File: src/rtl/lsu_pkg.sv
// Shared types and constants for the LSU-to-physical-memory bridge.
// Latency: n/a (declarations only).
// Backpressure: n/a.
package lsu_pkg;

    typedef enum logic [1:0] {
        ST_IDLE,
        ST_ACCESS,
        ST_WAIT,
        ST_RESP
    } lsu_state_e;

    typedef enum logic [1:0] {
        SZ_B,
        SZ_H,
        SZ_W,
        SZ_D
    } lsu_size_e;

    // MMIO window; accesses inside it are flagged so difftest can skip them.
    localparam logic [63:0] DEV_BASE     = 64'h0000_0000_a000_0000;
    localparam logic [63:0] DEV_LIMIT    = 64'h0000_0000_a1ff_ffff;

    localparam logic [63:0] MMIO_TIMER   = 64'h0000_0000_a000_0048;
    localparam logic [63:0] MMIO_SERIAL  = 64'h0000_0000_a000_03f8;
    localparam logic [63:0] MMIO_VGA_CTL = 64'h0000_0000_a000_0100;
    localparam logic [63:0] MMIO_FB      = 64'h0000_0000_a100_0000;

    // Byte lanes touched by an access of the given size, before shifting.
    function automatic logic [7:0] size_lanes(input lsu_size_e sz);
        case (sz)
            SZ_B:    return 8'h01;
            SZ_H:    return 8'h03;
            SZ_W:    return 8'h0f;
            default: return 8'hff;
        endcase
    endfunction

    // Low address bits that must be zero for a naturally aligned access.
    function automatic logic [2:0] size_align(input lsu_size_e sz);
        case (sz)
            SZ_B:    return 3'd0;
            SZ_H:    return 3'd1;
            SZ_W:    return 3'd3;
            default: return 3'd7;
        endcase
    endfunction

endpackage

File: src/rtl/lsu_pmem_bridge_if.sv
// LSU request/response handshake plus the memory-model strobe bus.
// Latency: n/a (wires only).
// Backpressure: req_ready / resp_ready carried here.
interface lsu_pmem_bridge_if #(
    parameter int ADDR_W = 64
);
    logic              req_valid;
    logic              req_ready;
    logic [ADDR_W-1:0] req_addr;
    logic              req_wen;
    logic [1:0]        req_size;
    logic              req_unsigned;
    logic [63:0]       req_wdata;

    logic              resp_valid;
    logic              resp_ready;
    logic [63:0]       resp_rdata;
    logic              resp_misalign;
    logic              resp_device;

    logic [63:0]       pmem_raddr;
    logic              pmem_rvalid;
    logic [63:0]       pmem_rdata;
    logic [63:0]       pmem_waddr;
    logic [63:0]       pmem_wdata;
    logic [7:0]        pmem_mask;

    // Environment side: LSU issues requests, memory model returns read data.
    modport master (
        output req_valid, req_addr, req_wen, req_size, req_unsigned, req_wdata,
        output resp_ready, pmem_rdata,
        input  req_ready, resp_valid, resp_rdata, resp_misalign, resp_device,
        input  pmem_raddr, pmem_rvalid, pmem_waddr, pmem_wdata, pmem_mask
    );

    // Bridge side.
    modport slave (
        input  req_valid, req_addr, req_wen, req_size, req_unsigned, req_wdata,
        input  resp_ready, pmem_rdata,
        output req_ready, resp_valid, resp_rdata, resp_misalign, resp_device,
        output pmem_raddr, pmem_rvalid, pmem_waddr, pmem_wdata, pmem_mask
    );
endinterface

File: src/rtl/lsu_load_align.sv
// Extracts the addressed bytes from a dword and sign/zero-extends them.
// Latency: combinational.
// Backpressure: none.
module lsu_load_align
    import lsu_pkg::*;
(
    input  logic [63:0] data_i,
    input  logic [2:0]  offset_i,
    input  lsu_size_e   size_i,
    input  logic        unsigned_i,
    output logic [63:0] data_o
);
    logic [63:0] raw;

    // Shift the addressed byte to lane 0, then extend from the access width.
    always_comb begin
        raw    = data_i >> {offset_i, 3'b000};
        data_o = raw;
        case (size_i)
            SZ_B:    data_o = unsigned_i ? {56'b0, raw[7:0]}  : {{56{raw[7]}},  raw[7:0]};
            SZ_H:    data_o = unsigned_i ? {48'b0, raw[15:0]} : {{48{raw[15]}}, raw[15:0]};
            SZ_W:    data_o = unsigned_i ? {32'b0, raw[31:0]} : {{32{raw[31]}}, raw[31:0]};
            default: data_o = raw;
        endcase
    end
endmodule

File: src/rtl/lsu_pmem_bridge.sv
// Converts one LSU load/store at a time into memory-model strobes, with MMIO flagging.
// Latency: accept at t -> ACCESS at t+1 -> resp_valid at t+1+LATENCY (misaligned: t+1).
// Backpressure: req_ready only in IDLE; response held stable until resp_ready.
module lsu_pmem_bridge
    import lsu_pkg::*;
#(
    parameter int LATENCY = 1,
    parameter int ADDR_W  = 64
) (
    input  logic               clock,
    input  logic               reset_n,
    lsu_pmem_bridge_if.slave   bus
);
    localparam logic [3:0] LAT_INIT = 4'(LATENCY - 1);

    lsu_state_e        state_q, state_d;
    logic [ADDR_W-1:0] addr_q, addr_d;
    logic              wen_q, wen_d;
    lsu_size_e         size_q, size_d;
    logic              uns_q, uns_d;
    logic              mis_q, mis_d;
    logic [3:0]        cnt_q, cnt_d;
    logic [63:0]       rcap_q, rcap_d;
    logic [63:0]       raddr_q, raddr_d;
    logic [63:0]       waddr_q, waddr_d;
    logic [63:0]       pwdata_q, pwdata_d;
    logic [7:0]        mask_q, mask_d;
    logic              rvalid_q, rvalid_d;

    lsu_size_e         req_sz;
    logic              req_mis;
    logic [63:0]       req_line;
    logic              in_resp;
    logic              in_dev;
    logic [63:0]       ld_data;

    assign req_sz   = lsu_size_e'(bus.req_size);
    assign req_mis  = (bus.req_addr[2:0] & size_align(req_sz)) != 3'b000;
    assign req_line = 64'({bus.req_addr[ADDR_W-1:3], 3'b000});
    assign in_resp  = (state_q == ST_RESP);
    assign in_dev   = (addr_q >= ADDR_W'(DEV_BASE)) && (addr_q <= ADDR_W'(DEV_LIMIT));

    lsu_load_align u_align (
        .data_i     (rcap_q),
        .offset_i   (addr_q[2:0]),
        .size_i     (size_q),
        .unsigned_i (uns_q),
        .data_o     (ld_data)
    );

    assign bus.req_ready     = (state_q == ST_IDLE);
    assign bus.resp_valid    = in_resp;
    assign bus.resp_misalign = in_resp && mis_q;
    assign bus.resp_device   = in_resp && in_dev;
    assign bus.resp_rdata    = (in_resp && !wen_q && !mis_q) ? ld_data : 64'b0;

    assign bus.pmem_raddr    = raddr_q;
    assign bus.pmem_waddr    = waddr_q;
    assign bus.pmem_wdata    = pwdata_q;
    assign bus.pmem_mask     = mask_q;
    assign bus.pmem_rvalid   = rvalid_q;

    // Next state. The memory model acts on any change of mask/rvalid, so both are
    // computed one cycle ahead and are nonzero only for the single ACCESS cycle.
    // Store data is lane-shifted at accept time; pwdata_q is the latched copy.
    always_comb begin
        state_d  = state_q;
        addr_d   = addr_q;
        wen_d    = wen_q;
        size_d   = size_q;
        uns_d    = uns_q;
        mis_d    = mis_q;
        cnt_d    = cnt_q;
        rcap_d   = rcap_q;
        raddr_d  = raddr_q;
        waddr_d  = waddr_q;
        pwdata_d = pwdata_q;
        mask_d   = 8'h00;
        rvalid_d = 1'b0;
        case (state_q)
            ST_IDLE: begin
                if (bus.req_valid) begin
                    addr_d = bus.req_addr;
                    wen_d  = bus.req_wen;
                    size_d = req_sz;
                    uns_d  = bus.req_unsigned;
                    mis_d  = req_mis;
                    if (req_mis) begin
                        state_d = ST_RESP;
                    end else begin
                        state_d = ST_ACCESS;
                        raddr_d = req_line;
                        waddr_d = req_line;
                        if (bus.req_wen) begin
                            mask_d   = size_lanes(req_sz) << bus.req_addr[2:0];
                            pwdata_d = bus.req_wdata << {bus.req_addr[2:0], 3'b000};
                        end else begin
                            rvalid_d = 1'b1;
                        end
                    end
                end
            end
            ST_ACCESS: begin
                if (!wen_q) begin
                    rcap_d = bus.pmem_rdata;
                end
                if (LATENCY == 1) begin
                    state_d = ST_RESP;
                end else begin
                    state_d = ST_WAIT;
                    cnt_d   = LAT_INIT;
                end
            end
            ST_WAIT: begin
                cnt_d = cnt_q - 4'd1;
                if (cnt_q == 4'd1) begin
                    state_d = ST_RESP;
                end
            end
            ST_RESP: begin
                if (bus.resp_ready) begin
                    state_d = ST_IDLE;
                end
            end
            default: state_d = ST_IDLE;
        endcase
    end

    // State and datapath registers; reset drops any in-flight access at once.
    always_ff @(posedge clock or negedge reset_n) begin
        if (!reset_n) begin
            state_q  <= ST_IDLE;
            addr_q   <= '0;
            wen_q    <= 1'b0;
            size_q   <= SZ_B;
            uns_q    <= 1'b0;
            mis_q    <= 1'b0;
            cnt_q    <= 4'd0;
            rcap_q   <= 64'b0;
            raddr_q  <= 64'b0;
            waddr_q  <= 64'b0;
            pwdata_q <= 64'b0;
            mask_q   <= 8'h00;
            rvalid_q <= 1'b0;
        end else begin
            state_q  <= state_d;
            addr_q   <= addr_d;
            wen_q    <= wen_d;
            size_q   <= size_d;
            uns_q    <= uns_d;
            mis_q    <= mis_d;
            cnt_q    <= cnt_d;
            rcap_q   <= rcap_d;
            raddr_q  <= raddr_d;
            waddr_q  <= waddr_d;
            pwdata_q <= pwdata_d;
            mask_q   <= mask_d;
            rvalid_q <= rvalid_d;
        end
    end
endmodule

File: src/flat_wrapper.sv
// flat-port wrapper written by rule: the top's interface ports become plain ports
module lsu_pmem_bridge_flat import lsu_pkg::*;
#(
    parameter int LATENCY = 1,
    parameter int ADDR_W  = 64
)
  (clock, reset_n, bus_req_valid, bus_req_addr, bus_req_wen, bus_req_size, bus_req_unsigned, bus_req_wdata, bus_resp_ready, bus_pmem_rdata, bus_req_ready, bus_resp_valid, bus_resp_rdata, bus_resp_misalign, bus_resp_device, bus_pmem_raddr, bus_pmem_rvalid, bus_pmem_waddr, bus_pmem_wdata, bus_pmem_mask);
  lsu_pmem_bridge_if #(.ADDR_W(ADDR_W)) bus_i ();
  input  logic clock;
  input  logic reset_n;
  input wire logic [$bits(bus_i.req_valid)-1:0] bus_req_valid;
  input wire logic [$bits(bus_i.req_addr)-1:0] bus_req_addr;
  input wire logic [$bits(bus_i.req_wen)-1:0] bus_req_wen;
  input wire logic [$bits(bus_i.req_size)-1:0] bus_req_size;
  input wire logic [$bits(bus_i.req_unsigned)-1:0] bus_req_unsigned;
  input wire logic [$bits(bus_i.req_wdata)-1:0] bus_req_wdata;
  input wire logic [$bits(bus_i.resp_ready)-1:0] bus_resp_ready;
  input wire logic [$bits(bus_i.pmem_rdata)-1:0] bus_pmem_rdata;
  output wire logic [$bits(bus_i.req_ready)-1:0] bus_req_ready;
  output wire logic [$bits(bus_i.resp_valid)-1:0] bus_resp_valid;
  output wire logic [$bits(bus_i.resp_rdata)-1:0] bus_resp_rdata;
  output wire logic [$bits(bus_i.resp_misalign)-1:0] bus_resp_misalign;
  output wire logic [$bits(bus_i.resp_device)-1:0] bus_resp_device;
  output wire logic [$bits(bus_i.pmem_raddr)-1:0] bus_pmem_raddr;
  output wire logic [$bits(bus_i.pmem_rvalid)-1:0] bus_pmem_rvalid;
  output wire logic [$bits(bus_i.pmem_waddr)-1:0] bus_pmem_waddr;
  output wire logic [$bits(bus_i.pmem_wdata)-1:0] bus_pmem_wdata;
  output wire logic [$bits(bus_i.pmem_mask)-1:0] bus_pmem_mask;
  assign bus_i.req_valid = bus_req_valid;
  assign bus_i.req_addr = bus_req_addr;
  assign bus_i.req_wen = bus_req_wen;
  assign bus_i.req_size = bus_req_size;
  assign bus_i.req_unsigned = bus_req_unsigned;
  assign bus_i.req_wdata = bus_req_wdata;
  assign bus_i.resp_ready = bus_resp_ready;
  assign bus_i.pmem_rdata = bus_pmem_rdata;
  assign bus_req_ready = bus_i.req_ready;
  assign bus_resp_valid = bus_i.resp_valid;
  assign bus_resp_rdata = bus_i.resp_rdata;
  assign bus_resp_misalign = bus_i.resp_misalign;
  assign bus_resp_device = bus_i.resp_device;
  assign bus_pmem_raddr = bus_i.pmem_raddr;
  assign bus_pmem_rvalid = bus_i.pmem_rvalid;
  assign bus_pmem_waddr = bus_i.pmem_waddr;
  assign bus_pmem_wdata = bus_i.pmem_wdata;
  assign bus_pmem_mask = bus_i.pmem_mask;
  lsu_pmem_bridge #(.LATENCY(LATENCY), .ADDR_W(ADDR_W)) u_core (.clock(clock), .reset_n(reset_n), .bus(bus_i));
endmodule
File: config.mk
export PLATFORM = sky130hd
export DESIGN_NAME = lsu_pmem_bridge_flat
export DESIGN_NICKNAME = d
export VERILOG_FILES = /design/src/rtl/lsu_pkg.sv /design/src/rtl/lsu_pmem_bridge_if.sv /design/src/rtl/lsu_load_align.sv /design/src/rtl/lsu_pmem_bridge.sv /design/src/flat_wrapper.sv
export SDC_FILE = /design/constraint.sdc
export NUM_CORES = 1
export LEC_CHECK = 0
export ABC_AREA = 1
export CORE_ASPECT_RATIO = 0.75
export CORE_MARGIN = 2
export CORE_UTILIZATION = 45
export CTS_BUF_LIST = sky130_fd_sc_hd__clkbuf_4 sky130_fd_sc_hd__clkbuf_8
export DETAILED_ROUTE_END_ITERATION = 10
export DONT_BUFFER_PORTS = 1
export GPL_TIMING_DRIVEN = 0
export HOLD_SLACK_MARGIN = 0.05
export SYNTH_ARGS = -nofsm -noshare
export SYNTH_HDL_FRONTEND = slang
export SYNTH_SLANG_ARGS = --single-unit
File: constraint.sdc
create_clock -name clock -period 2.2 [get_ports clock]
set_clock_uncertainty 0.15 [all_clocks]
set_input_delay 0.44 -clock clock [delete_from_list [all_inputs] [get_ports clock]]
set_output_delay 0.44 -clock clock [all_outputs]
set_load 0.02 [all_outputs]
==> results of run 1 <==
==> placed cells by master, fill, tap and decap left out, types with 4 or more instances in the layout <==
cell type / count
conb_1: 6
nand3_1: 70
nand3_4: 5
buf_16: 4
nand2_1: 568
inv_1: 84
o21ai_1: 18
o21ai_2: 43
a21oi_4: 14
nor4_1: 6
or2_2: 10
mux2i_1: 11
buf_8: 9
nor3_4: 32
buf_12: 9
clkbuf_2: 14
buf_6: 25
nand3_2: 24
clkbuf_8: 54
nand2_2: 48
a21oi_1: 41
buf_4: 116
buf_1: 6
dlygate4sd3_1: 144
inv_2: 28
nand2_4: 16
o21ai_0: 116
clkbuf_4: 15
mux2_2: 84
dfrtp_1: 248
clkinv_2: 9
o211ai_1: 31
nor2_4: 5
a21oi_2: 8
clkbuf_1: 25
nor2_1: 40
buf_2: 27
o21ai_4: 23
ha_1: 5
==> metrics by stage <==
| stage | TNS [ns] | util | cells | setup WS [ns] |
|---|---|---|---|---|
| floorplan | -0.00188 | - | 1813 | -0.000940 |
| global route | -49.27 | 0.622 | 2496 | -0.869 |
| detailed placement | -84.51 | 0.482 | 2219 | -0.626 |
| finish | -43.29 | 0.622 | 2497 | -0.774 |
| global placement | -77.21 | 0.482 | 2219 | -0.715 |
| CTS | -43.18 | 0.603 | 2484 | -0.753 |
==> power breakdown <==
group | switching (µW) | internal (µW) | leakage, µW
clock | 2020 | 2540 | 0.000489
sequential | 3220 | 6590 | 0.00312
combinational | 8920 | 6180 | 0.00577
==> worst register-to-register path, delay by kind of cell, from the launching register on <==
family	cells	cell delay, ns
buffers and inverters	5	0.99
flip-flops	1	0.44
adder cells (fa/ha/maj)	1	0.20
AND/OR/NAND/NOR	1	0.18
AO/OA/AOI/OAI	1	0.10
==> flip-flops by register name, indices dropped and copies added (netlist names), 2 cells and up <==
name,count
u_core.addr_q,42
u_core.bus.pmem_mask,8
u_core.bus.pmem_raddr,61
u_core.bus.pmem_wdata,64
u_core.cnt_q,4
u_core.rcap_q,64
u_core.size_q,2
u_core.state_q,2
==> Yosys cell counts, types with 2 or more instances <==
master / count / area share
dfrtp_1: 251 / 0.44
nor3_1: 12 / 0.0042
nand2_4: 3 / 0.0024
nand3_1: 99 / 0.035
nand2_2: 2 / 0.00088
buf_4: 71 / 0.037
buf_2: 41 / 0.014
inv_2: 9 / 0.0024
nor4_1: 8 / 0.0035
or2_2: 13 / 0.0057
o21ai_2: 20 / 0.012
mux2_2: 84 / 0.066
o21ai_0: 168 / 0.059
inv_1: 109 / 0.029
nand2_1: 629 / 0.17
o21ai_1: 12 / 0.0042
nor2_1: 46 / 0.012
buf_6: 14 / 0.011
o21a_1: 2 / 0.0011
o211ai_1: 31 / 0.016
nor3_2: 21 / 0.015
xor2_1: 3 / 0.0018
ha_1: 7 / 0.0061
a21oi_1: 63 / 0.022
clkbuf_1: 50 / 0.013
mux2i_1: 13 / 0.0091
nor2_4: 2 / 0.0016
buf_1: 14 / 0.0037
nand4_1: 3 / 0.0013
==> metal layers <==
layer,track usage,share of wire
met5,0,0.00093
met2,0.537,0.43
met1,0.506,0.44
met4,0.100,0.027
met3,0.126,0.11
==> repair_timing <==
item	CTS	global route
resized for setup	288	168
hold buffers	143	1
buffers inserted	42	21
cloned	8	2
hold endpoints to repair	446	252
pin swaps	79	80
setup endpoints to repair	282	190
==> area by class of cell <==
class                   instances  area (µm²)
repair buffers                207        2100
fillers                      2660       11800
clock buffers                  59         774
clock inverters                15         146
plain buffers                 185        1410
flip-flops and latches        251        6280
multi-input cells            1253        7750
inverters                     119         475
diodes                          2        5.00
well taps                     406         508
==> how the worst max path moves through the flow <==
| stage | slack, ns | endpoint | depth (start not counted) |
|---|---|---|---|
| 2_1_floorplan | -0.0009 | bus_resp_rdata[33] | 8 |
| 3_3_place_gp | -0.72 | bus_resp_rdata[33] | 9 |
| 3_5_place_dp | -0.63 | bus_resp_rdata[33] | 9 |
| 4_1_cts | -0.75 | bus_resp_rdata[33] | 10 |
| 5_1_grt | -0.87 | bus_resp_rdata[48] | 10 |
| 6_report | -0.77 | bus_resp_rdata[33] | 12 |
==> kinds of logic (layout without fill, tap and decap cells) <==
group	count (synthesis)	after routing	share of synthesized area
AO/OA/AOI/OAI	298	298	0.116
XOR/XNOR	3	3	0.00184
AND/OR/NAND/NOR	842	842	0.249
multiplexers	97	97	0.0754
flip-flops	251	251	0.440
buffers and inverters	309	585	0.111
adder cells (fa/ha/maj)	7	7	0.00614
other	1	8	0.000263
==> metrics.md, run 1 <==
| Metric | Value |
|---|---|
| Sink Count | `251` |
| Crit path from | `u_core.addr_q[0]` |
| Relative slew slack | `0.244` |
| Reg2Reg Setup Slack | `0 ns` |
| FF-to-FF Start | `u_core.state_q[0]` |
| Worst ir drop on vdd | `~1000 µV` |
| RR Endpoint | `u_core.rcap_q[42]` |
| Endpoints failing setup | `between 60 and 70` |
| Post-synth ARST share | `1.00` |
| Worst Reg-to-Reg Cells | `8` |
| Synthesized area per cell | `7.89 µm²` |
| Syn-to-layout area delta | `36.3%` |
| Synthesized area | `14300 µm²` |
| Grt ovf | `0` |
| CP required | `around 1.6 ns` |
| CP Capture Type | `output port` |
| Static Leak | `between 0.009 and 0.01 µW` |
| Cell row count | `56` |
| Synth Instances | `about 1800` |
| Per-cell routed wire length | `~25 µm` |
| Yosys warns | `0` |
| Clk buf depth | `3` |
| RSZ-0062 raised after global routing | `true` |
| Die area | `33200 µm²` |
| Crit path max fanout | `7` |
| Max Clk Rate | `0.336 GHz` |
| Initial Utilization | `0.457` |
| Sequential fraction of the synthesis area | `0.440` |
| Final WL | `62300 µm` |
| Synth Flop Type | `dfrtp_1` |
| CP Launch Type | `flip-flop` |
| CTS tree | `done` |
| Failing checks | `hold timing, setup timing` |
| Largest net degree at the start of global routing | `approximately 250` |
| Vias in the first global route | `13800` |
| Number of synthesized flops with an enable pin | `0` |
| Initial antenna violation count | `1` |
| Crit-path cells | `clkinv_4 > buf_4 > nand2_4 > nand3_4 > nand3_4 > nand2_4 > nand2_4 > nand2_4 > nor2_4 > buf_12 > buf_16 > nor3_4` |
| Residual DRC | `0` |
| Routed Antenna Nets | `0` |
| Endpoints failing hold | `between 200 and 300` |
| Ratio of cells with drive above 1 in the final layout | `0.315` |
| Hold WC Path Type | `in2async` |
| Critical path buffer and inverter count | `4` |
| GRT Overall Usage | `0.363` |
| Worst setup slack after layout | `-0.774 ns` |
| Die Height | `158 µm` |
| MaxCap Viol Count | `0` |
| Post-synthesis register bit count | `roughly 250` |
| WHS | `-0.596 ns` |
| Slowest cell on the critical path | `dfrtp_2` |
| Final non-filler cell area | `slightly below 20000 µm²` |
| Cell Pwr Density | `1520 nW/µm²` |
| Final net count | `2265` |
| Cts bufs inserted | `41` |
| CTS Root Cell | `clkbuf_8` |
| Routability cong. | `0.993` |
| Cell area after placement | `about 15000 µm²` |
| Worst-skew pair later-pin latency | `0.57 ns` |
| Cell family with most CP delay | `simple AND/OR/NAND/NOR gates` |
| Vias/cell | `5.69` |
| Crit-path max cell delay | `~0.47 ns` |
| H-tree Lvls | `2` |
| Post-layout min period | `just under 3 ns` |
| Max-slew violations | `0` |
| First-pass GRT wire length | `88900 µm` |
| Die width | `210 µm` |
| Critical Path Most Common Cell | `nand2_4` |
| Worst-Margin Slew | `1.13 ns` |
| Design Power | `29500 µW` |
| Hpwl dp | `45600 µm` |
| CTS clk-pin slew, worst paths | `around 0.060 ns` |
| Vias | `14200` |
| Status | `finished with violations` |
| Core Box Area | `roughly 31000 µm²` |
| TritonRoute pass-1 iters | `5` |
| DRT iter0 DRCs | `1428` |
| Crit share post-route | `1.35` |
| I/O Buffers | `0` |
| Setup CP Type | `reg2out` |
| Cell variety after synth | `37` |
| Critical path data arrival time | `roughly 2.4 ns` |
| # IOs | `469` |
(Power assumes the default switching activity.)
==> run 2: changes to the inputs <==
Clock period 2.2 ns to 2.6 ns, I/O delays scaled along.
==> metrics.md, run 2 (same netlist as run 1, synthesis figures left out) <==
| Metric | Value |
|---|---|
| Status | `finished with violations` |
| Failing checks | `hold timing, setup timing` |
| Largest net degree at the start of global routing | `252 (unchanged)` |
| CP required | `1.93 ns (+0.32 ns)` |
| Worst-Margin Slew | `1.03 ns (-0.0988 ns)` |
| Static Leak | `0.00897 µW (-4.4%)` |
| TritonRoute pass-1 iters | `7 (+2)` |
| Crit-path cells | `inv_4 > buf_12 > nand2_4 > nand3_2 > nand3_2 > nand2_2 > nand2_4 > nand2_4 > nor2_4 > buf_12 > buf_6 > buf_12 > nor3_4` |
| Initial antenna violation count | `1 (unchanged)` |
| Relative slew slack | `0.310 (+0.0659)` |
| Setup CP Type | `reg2out` |
| Critical path buffer and inverter count | `5 (+1)` |
| Crit share post-route | `1.18` |
| Endpoints failing setup | `66 (+1.5%)` |
| Routability cong. | `1.01 (+1.7%)` |
| Crit-path max cell delay | `0.44 ns (-0.03 ns)` |
| Post-layout min period | `3.06 ns` |
| CP Capture Type | `output port` |
| Final WL | `62300 µm (about the same)` |
| CTS Root Cell | `clkbuf_8` |
| Die width | `210 µm (unchanged)` |
| Die Height | `158 µm (unchanged)` |
| Worst ir drop on vdd | `788 µV (-20%)` |
| Sink Count | `251 (unchanged)` |
| Cts bufs inserted | `41 (unchanged)` |
| Die area | `33200 µm² (unchanged)` |
| Grt ovf | `0 (unchanged)` |
| Crit path max fanout | `7 (unchanged)` |
| Syn-to-layout area delta | `29.4%` |
| Cell family with most CP delay | `simple AND/OR/NAND/NOR gates` |
| Ratio of cells with drive above 1 in the final layout | `0.268 (-0.0462)` |
| # hold bufs at CTS | `138 (-3.5%)` |
| Hold WC Path Type | `in2async` |
| Per-cell routed wire length | `25.3 µm (+1.3%)` |
| GRT Overall Usage | `0.367 (+0.00349)` |
| Most frequent cells in the layout | `593 x nand2_1, 247 x dfrtp_1, 138 x dlygate4sd3_1, 122 x o21ai_0, 93 x inv_1` |
| Max Clk Rate | `0.326 GHz` |
| Leading cell type in the layout, fill and taps excluded | `nand2_1` |
| Slowest cell on the critical path | `dfrtp_2` |
| Sum Neg Setup Slack | `-22.47 ns (+20.82 ns)` |
| CTS clk-pin slew, worst paths | `0.07 ns (about the same)` |
| CP Launch Type | `flip-flop` |
| Residual DRC | `0 (unchanged)` |
| Endpoints failing hold | `251 (unchanged)` |
| Vias | `14200 (-0.39%)` |
| RSZ-0062 raised after global routing | `true` |
| MaxCap Viol Count | `0 (unchanged)` |
| CTS tree | `done` |
| Routed Antenna Nets | `0 (unchanged)` |
| H-tree Lvls | `2 (unchanged)` |
| Cell row count | `56 (unchanged)` |
| Final net count | `2232 (-1.5%)` |
| WHS | `-0.501 ns (+0.0949 ns)` |
| Max-slew violations | `0 (unchanged)` |
| Initial Utilization | `0.457 (unchanged)` |
| I/O Buffers | `0 (unchanged)` |
| # IOs | `469 (unchanged)` |
| DRT iter0 DRCs | `1567 (+9.7%)` |
| First-pass GRT wire length | `90100 µm (+1.4%)` |
| Vias in the first global route | `13800 (+0.022%)` |
| Vias/cell | `5.75 (+1.0%)` |
| Core Box Area | `31300 µm² (unchanged)` |
| Cell Pwr Density | `1260 nW/µm² (-17%)` |
| Worst-skew pair later-pin latency | `0.57 ns (about the same)` |
| Worst setup slack after layout | `-0.464 ns (+0.310 ns)` |
| Clk buf depth | `3 (unchanged)` |
| Hpwl dp | `45800 µm (+0.45%)` |
| Critical path data arrival time | `2.39 ns (about the same)` |
-- run 2: worst reg2reg max path: stages, from the launching register on --
cell and delay, ns:
dfrtp_1 0.42, buf_4 0.16, inv_1 0.10, ha_2 0.33, nand2_2 0.23, nor2_8 0.26
nand2_4 0.10, inv_2 0.17, buf_2 0.36, o211ai_1 0.18, nand2_1 0.09
-- run 2: power by group --
| part | total, µW | leakage (µW) | switching [µW] | internal [µW] |
|---|---|---|---|---|
| combinational | 11400 | 0.00540 | 7040 | 4380 |
| clock | 3710 | 0.000450 | 1740 | 1970 |
| sequential | 8210 | 0.00312 | 2630 | 5580 |
| total | 23300 | 0.00897 | 11400 | 11900 |
-- run 2: path summary, 6_finish.rpt --
check | from | to | slack, ns | cells past startpoint
worst min register to register | u_core.addr_q[26] | u_core.addr_q[26] | 0.34 | 2
worst max register to register | u_core.state_q[1] | u_core.bus.pmem_wdata[58] | -0.01 | 10
worst max-delay path | u_core.addr_q[0] | bus_resp_rdata[33] | -0.46 | 13
worst min-delay path | reset_n | u_core.rcap_q[1] | -0.50 | 0
max in group asynchronous | reset_n | u_core.state_q[0] | 1.93 | 0
min in group clock | bus_req_wdata[7] | u_core.bus.pmem_wdata[39] | 0.09 | 4
-- run 2: through the flow --
step	utilization	setup WS, ns	area (µm²)	std cells	power, µW
finish	0.591	-0.464	18500	2462	23300
global route	0.591	-0.545	18500	2461	24500
CTS	0.586	-0.423	18300	2457	22700
detailed placement	0.473	-0.913	14800	2219	16700
global placement	0.473	-0.869	14800	2219	16600
floorplan	-	0.0455	14300	1813	13800
-- run 2: repair_timing --
| action | 4_1_cts | 5_1_grt |
|---|---|---|
| buffers inserted | 27 | 3 |
| hold endpoints to repair | 432 | 251 |
| gates cloned | 2 | 0 |
| pin swaps | 59 | 34 |
| resized for setup | 306 | 37 |
| setup endpoints to repair | 125 | 79 |
-- run 2: layer usage --
layer | GRT usage | part of all wire | vias up
met3 | 0.103 | 0.11 | 122
met2 | 0.555 | 0.43 | 840
li1 | - | - | 6229
met1 | 0.520 | 0.43 | 6963
met5 | 0 | 0 | -
met4 | 0.0922 | 0.026 | 0
-- run 2: final cells by class --
class                   count  area (µm²)
flip-flops and latches    251        6290
inverters                 119         463
plain buffers             189        1320
well taps                 406         508
clock inverters            11        83.8
multi-input cells        1253        7300
repair buffers            170        1710
diodes                      2        5.00
fillers                  2828       12800
clock buffers              61         790
==> run 3: changes to the inputs <==
Settings changed: SKIP_CTS_REPAIR_TIMING set to 1.
==> metrics.md, run 3 (same netlist as run 1, synthesis figures left out) <==
| Metric | Value |
|---|---|
| Status | `finished with violations` |
| Failing checks | `hold timing, setup timing` |
| Cts bufs inserted | `41 (unchanged)` |
| Crit-path max cell delay | `0.44 ns (about the same)` |
| Leading cell type in the layout, fill and taps excluded | `nand2_1` |
| TritonRoute pass-1 iters | `6 (-1)` |
| GRT Overall Usage | `0.343 (-0.0239)` |
| Initial antenna violation count | `4 (+3)` |
| Worst setup slack after layout | `-0.494 ns (-0.0293 ns)` |
| Per-cell routed wire length | `25.1 µm (-0.84%)` |
| Die width | `210 µm (unchanged)` |
| Hpwl dp | `45800 µm (unchanged)` |
| Initial Utilization | `0.457 (unchanged)` |
| Final non-filler cell area | `18200 µm² (-1.7%)` |
| Post-layout min period | `3.09 ns (+0.0293 ns)` |
| Worst path depth | `9 (-4)` |
| Critical Path Most Common Cell | `nor2_4` |
| Worst-Margin Slew | `0.899 ns (-0.136 ns)` |
| Routed wl met2 | `26500 µm (-1.3%)` |
| Relative slew slack | `0.401 (+0.0905)` |
| Crit path max fanout | `9 (+2)` |
| Sink Count | `251 (unchanged)` |
| Static Leak | `0.00885 µW (-1.3%)` |
| Endpoints failing setup | `65 (-1.5%)` |
| Hold WC Path Type | `in2async` |
| Most frequent cells in the layout | `611 x nand2_1, 247 x dfrtp_1, 138 x dlygate4sd3_1, 130 x o21ai_0, 95 x inv_1` |
| Cell Pwr Density | `1250 nW/µm² (-1.3%)` |
| Die area | `33200 µm² (unchanged)` |
| Worst-skew pair later-pin latency | `0.57 ns (about the same)` |
| MaxCap Viol Count | `0 (unchanged)` |
| CTS clk-pin slew, worst paths | `0.07 ns (about the same)` |
| # IOs | `469 (unchanged)` |
| Setup CP Type | `reg2out` |
| Cell row count | `56 (unchanged)` |
| Final net count | `2215 (-0.76%)` |
| Met3 wire length | `6820 µm (-0.52%)` |
| Ratio of cells with drive above 1 in the final layout | `0.246 (-0.0218)` |
| Critical path buffer and inverter count | `3 (-2)` |
| Worst Reg-to-Reg Cells | `7 (-3)` |
| Max-slew violations | `0 (unchanged)` |
| Critical path data arrival time | `2.42 ns (+0.03 ns)` |
| Sum Neg Setup Slack | `-23.81 ns (-1.34 ns)` |
| Top Metal Used | `met4` |
| Syn-to-layout area delta | `27.3%` |
| CP Capture Type | `output port` |
| CTS Root Cell | `clkbuf_8` |
| Routed Antenna Nets | `0 (unchanged)` |
| Final WL | `61400 µm (-1.4%)` |
| Cell area after placement | `14800 µm² (unchanged)` |
| First-pass GRT wire length | `82800 µm (-8.1%)` |
| Core Box Area | `31300 µm² (unchanged)` |
| CP required | `1.93 ns (about the same)` |
| Met1 WL | `26800 µm (-0.89%)` |
| Clk buf depth | `3 (unchanged)` |
| RSZ-0062 raised after global routing | `true` |
| CTS tree | `done` |
| Crit-path cells | `or2_1 > buf_4 > nor2_4 > nand2_4 > nand2_8 > nor2_4 > buf_12 > clkbuf_16 > nor3_4` |
| Endpoints failing hold | `251 (unchanged)` |
| Routability cong. | `1.01 (unchanged)` |
| I/O Buffers | `0 (unchanged)` |
| Largest net degree at the start of global routing | `252 (unchanged)` |
| Worst ir drop on vdd | `786 µV (-0.35%)` |
| Max Clk Rate | `0.323 GHz (-0.95%)` |
| Crit share post-route | `1.19 (+0.0113)` |
| Residual DRC | `0 (unchanged)` |
| H-tree Lvls | `2 (unchanged)` |
| WHS | `-0.517 ns (-0.0160 ns)` |
| DRT iter0 DRCs | `1496 (-4.5%)` |
| Cell family with most CP delay | `simple AND/OR/NAND/NOR gates` |
| CP Launch Type | `flip-flop` |
| Grt ovf | `0 (unchanged)` |
| Vias/cell | `5.72 (-0.43%)` |
| Vias | `14000 (-0.95%)` |
| Vias in the first global route | `12300 (-10%)` |
| Die Height | `158 µm (unchanged)` |
| Slowest cell on the critical path | `dfrtp_1` |
run 3: cell types whose count changed in the layout (fill, tap and decap cells not counted), sizes merged:
cell,change
buf,-20
clkbuf,+3
clkinvlp,+1
diode,+4
inv,-1
run 3: final cells by class:
class,count,area [µm²]
multi-input cells,1253,7180
plain buffers,189,1310
fillers,2879,13100
well taps,406,508
clock buffers,61,790
repair buffers,153,1520
inverters,119,465
flip-flops and latches,251,6290
diodes,6,15.0
clock inverters,11,83.8
run 3: final timing paths:
path / start / end / slack [ns]
min reg2reg: u_core.addr_q[28] / u_core.addr_q[28] / 0.35
max: u_core.size_q[0] / bus_resp_rdata[50] / -0.49
min in group clock: bus_req_wdata[0] / u_core.bus.pmem_wdata[16] / 0.03
min: reset_n / u_core.rcap_q[60] / -0.52
max reg2reg: u_core.state_q[1] / u_core.rcap_q[33] / 0.06
max in group asynchronous: reset_n / u_core.bus.pmem_mask[6] / 2.30
run 3: stage by stage:
stage / instances / worst slack, ns / hold WS (ns) / power, µW / utilization
5_1_grt: 2447 / -0.578 / -0.528 / 23800 / 0.581
2_1_floorplan: 1813 / 0.0455 / 0.0744 / 13800 / -
3_3_place_gp: 2219 / -0.869 / 0.0853 / 16600 / 0.473
6_report: 2449 / -0.494 / -0.517 / 22700 / 0.581
3_5_place_dp: 2219 / -0.913 / 0.0856 / 16700 / 0.473
4_1_cts: 2291 / -1.55 / -0.541 / 20500 / 0.501
run 3: report_power, final:
part / switching [µW] / internal, µW / total (µW)
registers: 2590 / 5580 / 8170
clock network: 1730 / 1970 / 3710
logic: 6790 / 3980 / 10800
run 3: metal layers:
| metal | track usage | up-vias |
|---|---|---|
| met5 | 0 | - |
| met3 | 0.122 | 110 |
| met2 | 0.495 | 827 |
| met1 | 0.488 | 6892 |
| li1 | - | 6190 |
| met4 | 0.0868 | 0 |
